### config.mk
export PLATFORM = sky130hd
export DESIGN_NAME = bath_lock_ctrl
export DESIGN_NICKNAME = d
export VERILOG_FILES = /design/src/rtl/bath_lock_ctrl_pkg.sv /design/src/rtl/bath_lock_ctrl_phase_timer.sv /design/src/rtl/bath_lock_ctrl.sv
export SDC_FILE = /design/constraint.sdc
export NUM_CORES = 1
export LEC_CHECK = 0
export ABC_AREA = 1
export CORE_UTILIZATION = 36
export CTS_CLUSTER_DIAMETER = 100
export DETAILED_ROUTE_END_ITERATION = 7
export SYNTH_ARGS = -nofsm -noshare
export SYNTH_HDL_FRONTEND = slang
export SYNTH_SLANG_ARGS = --single-unit
### constraint.sdc
create_clock -name clk -period 3.8 [get_ports clk]
set_input_delay 0.95 -clock clk [delete_from_list [all_inputs] [get_ports clk]]
set_output_delay 0.95 -clock clk [all_outputs]
set_load 0.02 [all_outputs]
### src/rtl/bath_lock_ctrl_pkg.sv
// Shared types for the bathysphere lock sequencer: state/direction encodings,
// bathysphere signal codes and the registered actuator decode.
package bath_lock_ctrl_pkg;

  typedef enum logic [3:0] {
    ST_IDLE, ST_PREP, ST_OPEN_ENTRY, ST_WAIT_IN, ST_CLOSE_ENTRY,
    ST_PRESS, ST_OPEN_EXIT, ST_WAIT_OUT, ST_CLOSE_EXIT
  } state_t;

  typedef enum logic {DIR_ARRIVE = 1'b0, DIR_DEPART = 1'b1} dir_t;

  localparam logic [1:0] BATH_SIG_IDLE   = 2'b00;
  localparam logic [1:0] BATH_SIG_ARRIVE = 2'b01;
  localparam logic [1:0] BATH_SIG_DEPART = 2'b10;

  typedef struct packed {
    logic       outer_open;
    logic       inner_open;
    logic       fill_on;
    logic       drain_on;
    logic [1:0] sig;
    logic       busy;
  } act_t;

  function automatic logic is_timed(state_t st);
    return st inside {ST_PREP, ST_OPEN_ENTRY, ST_CLOSE_ENTRY,
                      ST_PRESS, ST_OPEN_EXIT, ST_CLOSE_EXIT};
  endfunction

  function automatic logic is_pump(state_t st);
    return st inside {ST_PREP, ST_PRESS};
  endfunction

  // Arrival enters through the outer door, departure through the inner one.
  // PREP matches the entry side pressure, PRESS swaps to the exit side.
  function automatic act_t decode(state_t st, dir_t dir);
    act_t a;
    logic arr, entry_open, exit_open;
    a          = '0;
    arr        = (dir == DIR_ARRIVE);
    entry_open = st inside {ST_OPEN_ENTRY, ST_WAIT_IN};
    exit_open  = st inside {ST_OPEN_EXIT, ST_WAIT_OUT};
    if (st != ST_IDLE) begin
      a.busy = 1'b1;
      a.sig  = arr ? BATH_SIG_ARRIVE : BATH_SIG_DEPART;
    end
    a.outer_open = arr ? entry_open : exit_open;
    a.inner_open = arr ? exit_open  : entry_open;
    a.fill_on    = (st == ST_PREP && arr)  || (st == ST_PRESS && !arr);
    a.drain_on   = (st == ST_PREP && !arr) || (st == ST_PRESS && arr);
    return a;
  endfunction

endpackage

### src/rtl/bath_lock_ctrl_phase_timer.sv
// Shared phase timer: 4-bit count-up with synchronous clear and a
// terminal-count flag raised on the last cycle of a limit-cycle phase.
module bath_lock_ctrl_phase_timer (
  input  logic       clk,
  input  logic       reset,
  input  logic       clr,
  input  logic [3:0] limit,
  output logic [3:0] count,
  output logic       tc
);

  always_ff @(posedge clk or negedge reset) begin
    if (!reset)   count <= '0;
    else if (clr) count <= '0;
    else          count <= count + 4'd1;
  end

  assign tc = (count == limit - 4'd1);

endmodule

### src/rtl/bath_lock_ctrl.sv
// Bathysphere lock chamber sequencer: arbitrates arrive/depart requests and
// drives doors, pumps and status with registered (Moore) outputs.
module bath_lock_ctrl
  import bath_lock_ctrl_pkg::*;
#(
  parameter int DOOR_CYCLES  = 5,
  parameter int PRESS_CYCLES = 8
) (
  input  logic       clk,
  input  logic       reset,
  input  logic       arrive_req,
  input  logic       depart_req,
  input  logic       sub_present,
  output logic       arrive_grant,
  output logic       depart_grant,
  output logic       outer_open,
  output logic       inner_open,
  output logic       fill_on,
  output logic       drain_on,
  output logic [1:0] bathysphereSignal,
  output logic       busy,
  output logic       done,
  output logic [3:0] timer
);

  localparam logic [3:0] DOOR_L  = 4'(DOOR_CYCLES);
  localparam logic [3:0] PRESS_L = 4'(PRESS_CYCLES);

  state_t     state, nxt;
  dir_t       dir, nxt_dir, last_dir;
  logic       wet, go, need_prep, tc, clr;
  logic [3:0] limit;
  act_t       act;

  // Timed states exit exactly on tc, so clearing on tc also zeroes the
  // count for a directly following timed state.
  assign clr   = !is_timed(state) || tc;
  assign limit = is_pump(state) ? PRESS_L : DOOR_L;

  bath_lock_ctrl_phase_timer u_timer (
    .clk  (clk),
    .reset(reset),
    .clr  (clr),
    .limit(limit),
    .count(timer),
    .tc   (tc)
  );

  always_comb begin
    nxt       = state;
    nxt_dir   = dir;
    go        = 1'b0;
    need_prep = 1'b0;
    case (state)
      ST_IDLE: if (arrive_req || depart_req) begin
        go = 1'b1;
        if (arrive_req && depart_req)
          nxt_dir = (last_dir == DIR_DEPART) ? DIR_ARRIVE : DIR_DEPART;
        else
          nxt_dir = arrive_req ? DIR_ARRIVE : DIR_DEPART;
        need_prep = (nxt_dir == DIR_ARRIVE) ? !wet : wet;
        nxt       = need_prep ? ST_PREP : ST_OPEN_ENTRY;
      end
      ST_PREP:        if (tc) nxt = ST_OPEN_ENTRY;
      ST_OPEN_ENTRY:  if (tc) nxt = ST_WAIT_IN;
      ST_WAIT_IN:     if (sub_present) nxt = ST_CLOSE_ENTRY;
      ST_CLOSE_ENTRY: if (tc) nxt = ST_PRESS;
      ST_PRESS:       if (tc) nxt = ST_OPEN_EXIT;
      ST_OPEN_EXIT:   if (tc) nxt = ST_WAIT_OUT;
      ST_WAIT_OUT:    if (!sub_present) nxt = ST_CLOSE_EXIT;
      ST_CLOSE_EXIT:  if (tc) nxt = ST_IDLE;
      default:        nxt = ST_IDLE;
    endcase
  end

  always_ff @(posedge clk or negedge reset) begin
    if (!reset) begin
      state        <= ST_IDLE;
      dir          <= DIR_ARRIVE;
      last_dir     <= DIR_DEPART;
      wet          <= 1'b0;
      act          <= '0;
      arrive_grant <= 1'b0;
      depart_grant <= 1'b0;
      done         <= 1'b0;
    end else begin
      state        <= nxt;
      dir          <= nxt_dir;
      act          <= decode(nxt, nxt_dir);
      arrive_grant <= go && (nxt_dir == DIR_ARRIVE);
      depart_grant <= go && (nxt_dir == DIR_DEPART);
      done         <= (state == ST_CLOSE_EXIT) && (nxt == ST_IDLE);
      if (go) last_dir <= nxt_dir;
      if (tc && act.fill_on)  wet <= 1'b1;
      if (tc && act.drain_on) wet <= 1'b0;
    end
  end

  assign outer_open        = act.outer_open;
  assign inner_open        = act.inner_open;
  assign fill_on           = act.fill_on;
  assign drain_on          = act.drain_on;
  assign bathysphereSignal = act.sig;
  assign busy              = act.busy;

  // Chamber safety: one door at a time, and no door open while pumping.
  a_safe: assert property (@(posedge clk) disable iff (!reset)
    !(outer_open && inner_open) && !((outer_open || inner_open) && (fill_on || drain_on)));

endmodule
=== Word-level counts from Yosys, hierarchy flattened ===
Cells that the tools add are included.

* Bits in registers: 21
* Output and inout port bits: 14

* Equality and inequality tests: 15
* Bitwise logic cells: 1
* Muxes and demuxes: 29
* Reductions and logical operators: 24
* $add $sub $neg: 2

{| class="wikitable"
|+ Operators with widths
! kind !! number
|-
| two-way mux 4 bit || 11
|-
| one-hot mux 4 bit (9 select lines) || 1
|-
| equality test 4 x 3 -> 1 bit (second input constant) || 7
|-
| equality test 4 x 2 -> 1 bit (second input constant) || 4
|-
| two-way mux 1 bit || 14
|-
| logical AND 1 bit || 10
|-
| equality test 4 x 1 -> 1 bit (second input constant) || 2
|-
| logical NOT 4 bit || 2
|-
| nonzero test 2 bit || 4
|-
| nonzero test 6 bit || 1
|-
| adder 4 x 1 -> 4 bit (second input constant) || 1
|-
| equality test 4 bit || 1
|-
| equality test 4 bit (second input constant) || 1
|-
| logical OR 1 bit || 4
|-
| two-way mux 2 bit || 2
|-
| nonzero test 4 bit || 1
|-
| subtractor 4 x 1 -> 4 bit (second input constant) || 1
|-
| two-way mux 3 bit || 1
|-
| logical NOT 1 bit || 2
|-
| NOT 1 bit || 1
|}

=== Longest topological paths before layout ===
* Depth in word-level cells: 11
* Depth in mapped cells: 11
* Gate-level depth less buffers: 11

=== By module ===
From an unflattened synthesis, not the netlist that was laid out.

* Cells, all modules: 155
* Area total of the unflattened synthesis: 1262.5 um^2

{| class="wikitable"
|+ By module, submodules not included
! module !! instances !! area each (um^2) !! sequential area each (um^2) !! cells an instance
|-
| bath_lock_ctrl || 1 || 960.9 || 426.7 || 106
|-
| bath_lock_ctrl_phase_timer || 1 || 301.5 || 100.1 || 49
|}

=== Least setup slack after synthesis ===
Ideal clock, no wire load.

* Path kind: in2reg
* From: in depart_req
* To: reg act (netlist bit drain_on)
* Buffers on the path: 0
* Setup slack: 2068 ps
* Library setup time: 66 ps
* Required time: 3734 ps
* Cell stages on the path: 9
* Arrival time: 1666 ps
* Cell sequence: nand2_1 nand2_1 nand2_1 nand3_1 nand2_1 nand2_1 nor2_1 nand4_1 nand2_1

* Cells in the longest elaborated chain, start to end: 11
* Elaborated cells on any way between the ends: 17
* Those cells by class: eq/ne: 2; mux: 9; bitwise: 1; reduce/logical: 5

{| class="wikitable"
|+ Ends and longest elaborated chain
! item !! line !! source
|-
| from (decl) || bath_lock_ctrl.sv:12 || <nowiki>input logic depart_req,</nowiki>
|-
| logical AND 1 bit || bath_lock_ctrl.sv:57 || <nowiki>if (arrive_req && depart_req)</nowiki>
|-
| two-way mux 1 bit || bath_lock_ctrl.sv:57 ||
|-
| two-way mux 1 bit || bath_lock_ctrl.sv:55 || <nowiki>ST_IDLE: if (arrive_req || depart_req) begin</nowiki>
|-
| two-way mux 1 bit || bath_lock_ctrl.sv:54 || <nowiki>case (state)</nowiki>
|-
| two-way mux 1 bit || bath_lock_ctrl.sv:61 || <nowiki>need_prep = (nxt_dir == DIR_ARRIVE) ? !wet : wet;</nowiki>
|-
| two-way mux 2 bit || bath_lock_ctrl.sv:62 || <nowiki>nxt = need_prep ? ST_PREP : ST_OPEN_ENTRY;</nowiki>
|-
| two-way mux 4 bit || bath_lock_ctrl.sv:55 ||
|-
| one-hot mux 4 bit (9 select lines) || bath_lock_ctrl.sv:54 ||
|-
| equality test 4 x 1 -> 1 bit or equality test 4 x 3 -> 1 bit (tied branches) || bath_lock_ctrl_pkg.sv:50 || <nowiki>a.drain_on = (st == ST_PREP && !arr) || (st == ST_PRESS && arr);</nowiki>
|-
| logical AND 1 bit || bath_lock_ctrl_pkg.sv:50 ||
|-
| logical OR 1 bit * || bath_lock_ctrl_pkg.sv:50 ||
|-
| to (signal assigned) || bath_lock_ctrl.sv:89 || <nowiki>act <= decode(nxt, nxt_dir);</nowiki>
|-
| to (decl) || bath_lock_ctrl.sv:33 || <nowiki>act_t act;</nowiki>
|}

Mark *: on every way between the ends. The rest lies on a longest branch, timed or not. The select of a mux whose other input is x is not followed.
A chain may end at the register's enable or synchronous reset.

=== Final worst setup path ===
* From: reg u_timer.count[0]
* To: out timer[0]

{| class="wikitable"
|+ RTL lines
! item !! line !! source
|-
| from (decl) || bath_lock_ctrl_phase_timer.sv:8 || <nowiki>output logic [3:0] count,</nowiki>
|-
| from (signal assigned) || bath_lock_ctrl_phase_timer.sv:15 || <nowiki>else count <= count + 4'd1;</nowiki>
|-
| to (decl) || bath_lock_ctrl.sv:23 || <nowiki>output logic [3:0] timer</nowiki>
|}

No word-level cell between the ends.

==> metrics.txt <==
Post-CTS Repair Setup Buffers=0; CTS resizes=0; FF-to-FF End=done; cells on worst reg2reg path=9; Top Family by Delay on Critical Path=buffers and inverters; die area=approximately 3200 µm²; H-tree levels=1; Port Buffer Count=18; number of buffers and inverters on the critical path=1; Syn-to-layout area delta=23.34%; worst-path fanout max=7; min Tclk post-route=approximately 2400 ps; Data arrival, critical path=around 1400 ps; r2r setup slk=2230 ps; Die Wd=approximately 56 µm; leak pwr=between 0.0006 and 0.0007 µW; DR iter-0 viols=20; commonest non-fill, non-tap cell in the layout=nand2_1; Synth area leaders=dfrtp_1 (47%), nand2_1 (11%), inv_1 (5.7%); crit share post-route=62.32%; proportion of layout cells with a drive suffix above 1=approximately 14%; final setup violation count=0; total track usage=about 15%; Final WS setup=about 1400 ps; antenna diode count=0; I/O pins=19; Worst Path Required=2850 ps; Setup CP Type=flop to primary output; setup tns final=0 ps; post-DR wirelength/cell=~11 µm; Fin Clk Skew=between 5 and 6 ps; 1st-pass router iterations=4; syn_area_per_cell=just over 8 µm²; critical-path cell list=clkdlybuf4s50_1; WP depth=1; Tot Pwr=between 1000 and 1500 µW; Max-cap violations=0; Hold Startpoint=drain_on; Slew Viols, Final=0; Worst-path clk slew=roughly 120 ps; starting density of the core=between 30% and 40%; Slew HR=38.29%; WHS Endpoint=wet; clk_lat worst skew=approximately 300 ps; Clock Tree Buf Depth=2; Final Net Count=158; YS warnings=0; RSZ-0062 raised after global routing=false; Yosys top cell area share=about 47%; Worst Hold Class=flop to flop; CTS sink count=21; via count=just over 900; initial antenna violation count=0; TritonCTS clock tree=built; cts bufs inserted=3; worst hold stages=1; global-route wire length before repair=around 3600 µm; dpl ws=between 1000 and 1500 ps; distinct cell type count after synthesis=22; largest net degree at the start of global routing=22; final hold vios=0; vias per cell=5.011; vias in the first global route=about 820; Post-Synthesis Cell Area=1056 µm²; post-route ant nets=0; drt drc=0; Critical Path End Type=primary output; Mapped Nets=approximately 140; Final Util=between 40% and 50%; CP Launch Type=flop; Die Y=between 50 and 60 µm; Tightest Pin Transition=about 920 ps; commonest cells after routing, fill and taps aside=nand2_1 (30), dfrtp_1 (20), clkdlybuf4s50_1 (18), inv_1 (16), nor2_1 (15); GP Congestion=about 0.85; sequential area share after synthesis=between 40% and 50%; Root Buffer=clkbuf_4; Max Fclk=422.3 MHz; hold buffers post-CTS=0; status=complete, no violations; Pwr Density=837.4 nW/µm²; # rows=19; Yosys reg bits=21; VDD IR max=0.4280 mV; largest area contributor in the netlist=dfrtp_1; Worst path slowest cell=clkdlybuf4s50_1; hpwl dp=about 1600 µm; Syn Inst Count=between 100 and 150; core footprint=roughly 2800 µm²; grt ovf=0; Crit path largest cell delay=~640 ps; reg2reg start=u_timer.count[0]; WL final=between 2000 and 2500 µm
cell usage after synthesis, drive strengths merged:
cell type / n
nand2: 31
dfrtp: 20
inv: 20
nor2: 20
nand3: 9
nand4: 7
a21oi: 5
o21ai: 4
xnor2: 3
nand3b: 2
nor3: 2
a211oi: 1
a22oi: 1
a31oi: 1
dfstp: 1
ha: 1
or2: 1
state kept, by name (all words and copies together) (netlist names):
signal             flops
state                  4
fill_on                1
bathysphereSignal      2
last_dir               1
arrive_grant           1
dir                    1
done                   1
inner_open             1
wet                    1
u_timer.count          4
busy                   1
drain_on               1
outer_open             1
depart_grant           1
routing by layer:
layer  wire length [µm]  GRT usage (%)  vias to the layer above
met5                  0              0                        -
met2                931          22.62                       19
li1                   -              -                      463
met3                 83          3.256                        6
met1               1009          19.61                      424
met4                 30          7.317                        0
power by group:
group          total, µW  internal [µW]  leakage (µW)  switching, µW
sequential           382            313      0.000266           69.3
clock                107           39.3     0.0000177           68.1
combinational        601            235      0.000375            367
per-stage QoR:
step / instances / hold WS, ps / instance area [µm²]
floorplan: 129 / 454.8 / 1056
global placement: 178 / 462.5 / 1275
detailed placement: 178 / 456.0 / 1275
CTS: 182 / 475.8 / 1303
global route: 182 / 491.5 / 1303
finish: 182 / 478.9 / 1303
worst reg2reg max path, cell delays in order, from the launching register on:
cell	delay (ps)
dfrtp_1	470
or2_2	310
nand2_1	100
nand3_2	130
nand2_1	90
nand2_1	70
nand2_2	130
inv_2	60
nand2_1	90
nor2_2	40
cell families (layout without fill, tap and decap cells):
| kind of cell | count (synthesis) | after routing | synth area share [%] |
|---|---|---|---|
| AND/OR/NAND/NOR | 72 | 72 | 32.35 |
| flip-flops | 21 | 21 | 49.88 |
| buffers and inverters | 20 | 42 | 7.109 |
| AO/OA/AOI/OAI | 12 | 12 | 6.991 |
| XOR/XNOR | 3 | 3 | 2.489 |
| adder cells (fa/ha/maj) | 1 | 1 | 1.185 |
how the worst max path moves through the flow:
stage	startpoint	to	slack [ps]
finish	u_timer.count[0]	timer[0]	1430
global route	u_timer.count[0]	timer[0]	1370
CTS	u_timer.count[0]	timer[0]	1430
detailed placement	depart_req	done	1440
global placement	sub_present	done	1440
floorplan	depart_req	drain_on	2070
cell type report:
cell class | instances | area, µm²
clock buffers | 3 | 22.52
clock inverters | 1 | 5.005
fillers | 286 | 1455
inverters | 20 | 75.07
multi-input cells | 88 | 454.2
flip-flops and latches | 21 | 526.8
well taps | 31 | 38.79
repair buffers | 18 | 180.2
Note: power is estimated with default switching activity, not from simulation.
==> RTL edit: new RTL, config.mk and constraints unchanged <==
Reset style: synchronous (`reset`), changed in 2 clocked blocks.
--- a/src/rtl/bath_lock_ctrl_phase_timer.sv
+++ b/src/rtl/bath_lock_ctrl_phase_timer.sv
@@ -11,3 +11,3 @@
 
-  always_ff @(posedge clk or negedge reset) begin
+  always_ff @(posedge clk) begin
     if (!reset)   count <= '0;
--- a/src/rtl/bath_lock_ctrl.sv
+++ b/src/rtl/bath_lock_ctrl.sv
@@ -75,3 +75,3 @@
 
-  always_ff @(posedge clk or negedge reset) begin
+  always_ff @(posedge clk) begin
     if (!reset) begin
Formal check against the unedited RTL: differs if reset is asserted again (counterexample within 4 cycles, from zero or initial values and one cycle with reset low); with reset held inactive, the same outputs for 10 cycles.
==> RTL edit against the unedited design <==
  * Sequential share of layout area fell by 8.3 points
  * Setup slack improved by 0.0077 ns
  * Worst hold slack improved by 0.022 ns
  * Largest cell class is now multi-input gates
  * Sequential cell count did not move
  * Non-clock buffer count did not move
  * Routed wire length rose by 3.3%
  * Synthesized area rose by 0.47%
  * Highest routed layer unchanged
  * Cell area rose by 0.29%
  * Maximum frequency rose by 0.33%
  * Register-to-register slack improved by 0.17 ns
  * Utilization fell by 0.27 points
Power is not compared: it rests on default switching activity, and its combinational part moved more than twofold at a synthesized area within 25%.
==> RTL edit: results <==
{
  "status": "finished, final reports clean",
  "pre_cts_ws_ns": 1.358,
  "leakagePower_nw": 0.6097,
  "antenna_found_initial": 0,
  "holdCritStartpoint": "last_dir",
  "clk_latency_ns": 0.30,
  "ys_async_sr_fraction_pct": 0,
  "cts_inserted_buffers": 3,
  "post_cts_buffers": 0,
  "cts_max_level": 1,
  "dr.pass1.iters": 4,
  "cts_max_path_buffers": 2,
  "grt_max_degree": 12,
  "p_sw_share_pct": 38.42,
  "synth_fp_nets": 150,
  "ff2ff_path_depth": 10,
  "worstHoldPathCells": 2,
  "post_cts_resized": 0,
  "arrival_ns": 1.41,
  "yosys-top-cells-area": "dfxtp_1, nand2_1, inv_1, nor2_1, nand2_2",
  "diodes": 0,
  "vias_per_cell": 4.858,
  "cpPeakStageDelay_ns": 0.65,
  "worstMarginPinSlew_ns": 0.3586,
  "portBuffers": 18,
  "seqPwrFrac_pct": 42.8,
  "fin_nets": 173,
  "pg_comb_mw": 0.260,
  "skew_ns": 0.002312,
  "grt_pass1_wl_mm": 3.594,
  "synth_common_cells": "nand2_1, dfxtp_1, inv_1, nor2_1, nand2_2",
  "synth_cell_type_count": 23,
  "layout-drive-gt1-share_pct": 18.67,
  "path_delay_family": "buffers and inverters",
  "synth-warning-count": 0,
  "power_density_nw_per_um2": 490.6,
  "rrSetupSlack_ns": 2.40,
  "r2r-end": "bathysphereSignal[1]",
  "rr_startpoint": "state[3]",
  "critical_path.max_fanout": 7,
  "min_to": "last_dir",
  "post_drt_wl_per_cell_um": 10.77,
  "grt.total_usage_pct": 14.40,
  "slowest_stage": "clkdlybuf4s50_1",
  "grt_pass1_vias": 878,
  "place_congestion": 0.8263,
  "cts.clk_slew.worst_paths_ns": 0.11,
  "hp-class": "flip-flop to flip-flop",
  "period_share_pct": 62.12,
  "dp_hpwl_mm": 1.702,
  "vdd_drop_max_mv": 0.3307,
  "drtIter0Drc": 15,
  "cts_root_buf": "clkbuf_4",
  "synth_ff_type": "dfxtp_1",
  "synth_seq_area_share_pct": 39.62
}
==> RTL edit: metal layers <==
layer	GRT usage, %	vias to the layer above	wire length (um)
met1	15.64	440	945
met3	5.069	2	110
met4	4.530	0	9
met5	0	-	0
li1	-	498	-
met2	26.02	17	1055
==> RTL edit: how the worst max path moves through the flow <==
stage                                 from              endpoint  slack [ns]  depth (start not counted)
after floorplan                 depart_req  bathysphereSignal[1]        1.99                          8
after global placement          arrive_req  bathysphereSignal[1]        1.37                          9
after detailed placement        arrive_req  bathysphereSignal[1]        1.36                          9
after CTS                 u_timer.count[0]              timer[0]        1.42                          1
after global routing      u_timer.count[0]              timer[0]        1.37                          1
final                     u_timer.count[0]              timer[0]        1.44                          1
==> RTL edit: tightest hold or removal path: cells and delay by family (launching register included) <==
family	cells	cell delay (ns)
AO/OA/AOI/OAI	1	0.09
buffers and inverters	1	0.06
flip-flops	1	0.31
==> RTL edit: kinds of logic (layout without fill, tap and decap cells) <==
kind of cell	count (synthesis)	count (layout)	synth area share [%]
compound gates	10	10	7.430
fa+ha+maj	1	1	1.179
xor+xnor	2	2	1.651
flops	21	21	39.62
buf+inv	24	46	8.609
simple gates	86	86	41.51
==> RTL edit: cell type report <==
class	count	area, um^2
fillers	279	1475
multi-input cells	99	549.3
flip-flops and latches	21	420.4
repair buffers	18	180.2
inverters	24	91.34
well taps	31	38.79
clock buffers	4	26.28
==> RTL edit: metrics by stage <==
stage | hold slack [ns] | utilization [%] | cells | instance area, um^2
4_1_cts | 0.5094 | 46.96 | 197 | 1306
5_1_grt | 0.5507 | 46.96 | 197 | 1306
6_report | 0.5006 | 46.96 | 197 | 1306
3_5_place_dp | 0.4876 | 46.02 | 193 | 1280
2_1_floorplan | 0.4713 | - | 144 | 1061
3_3_place_gp | 0.4953 | 46.02 | 193 | 1280
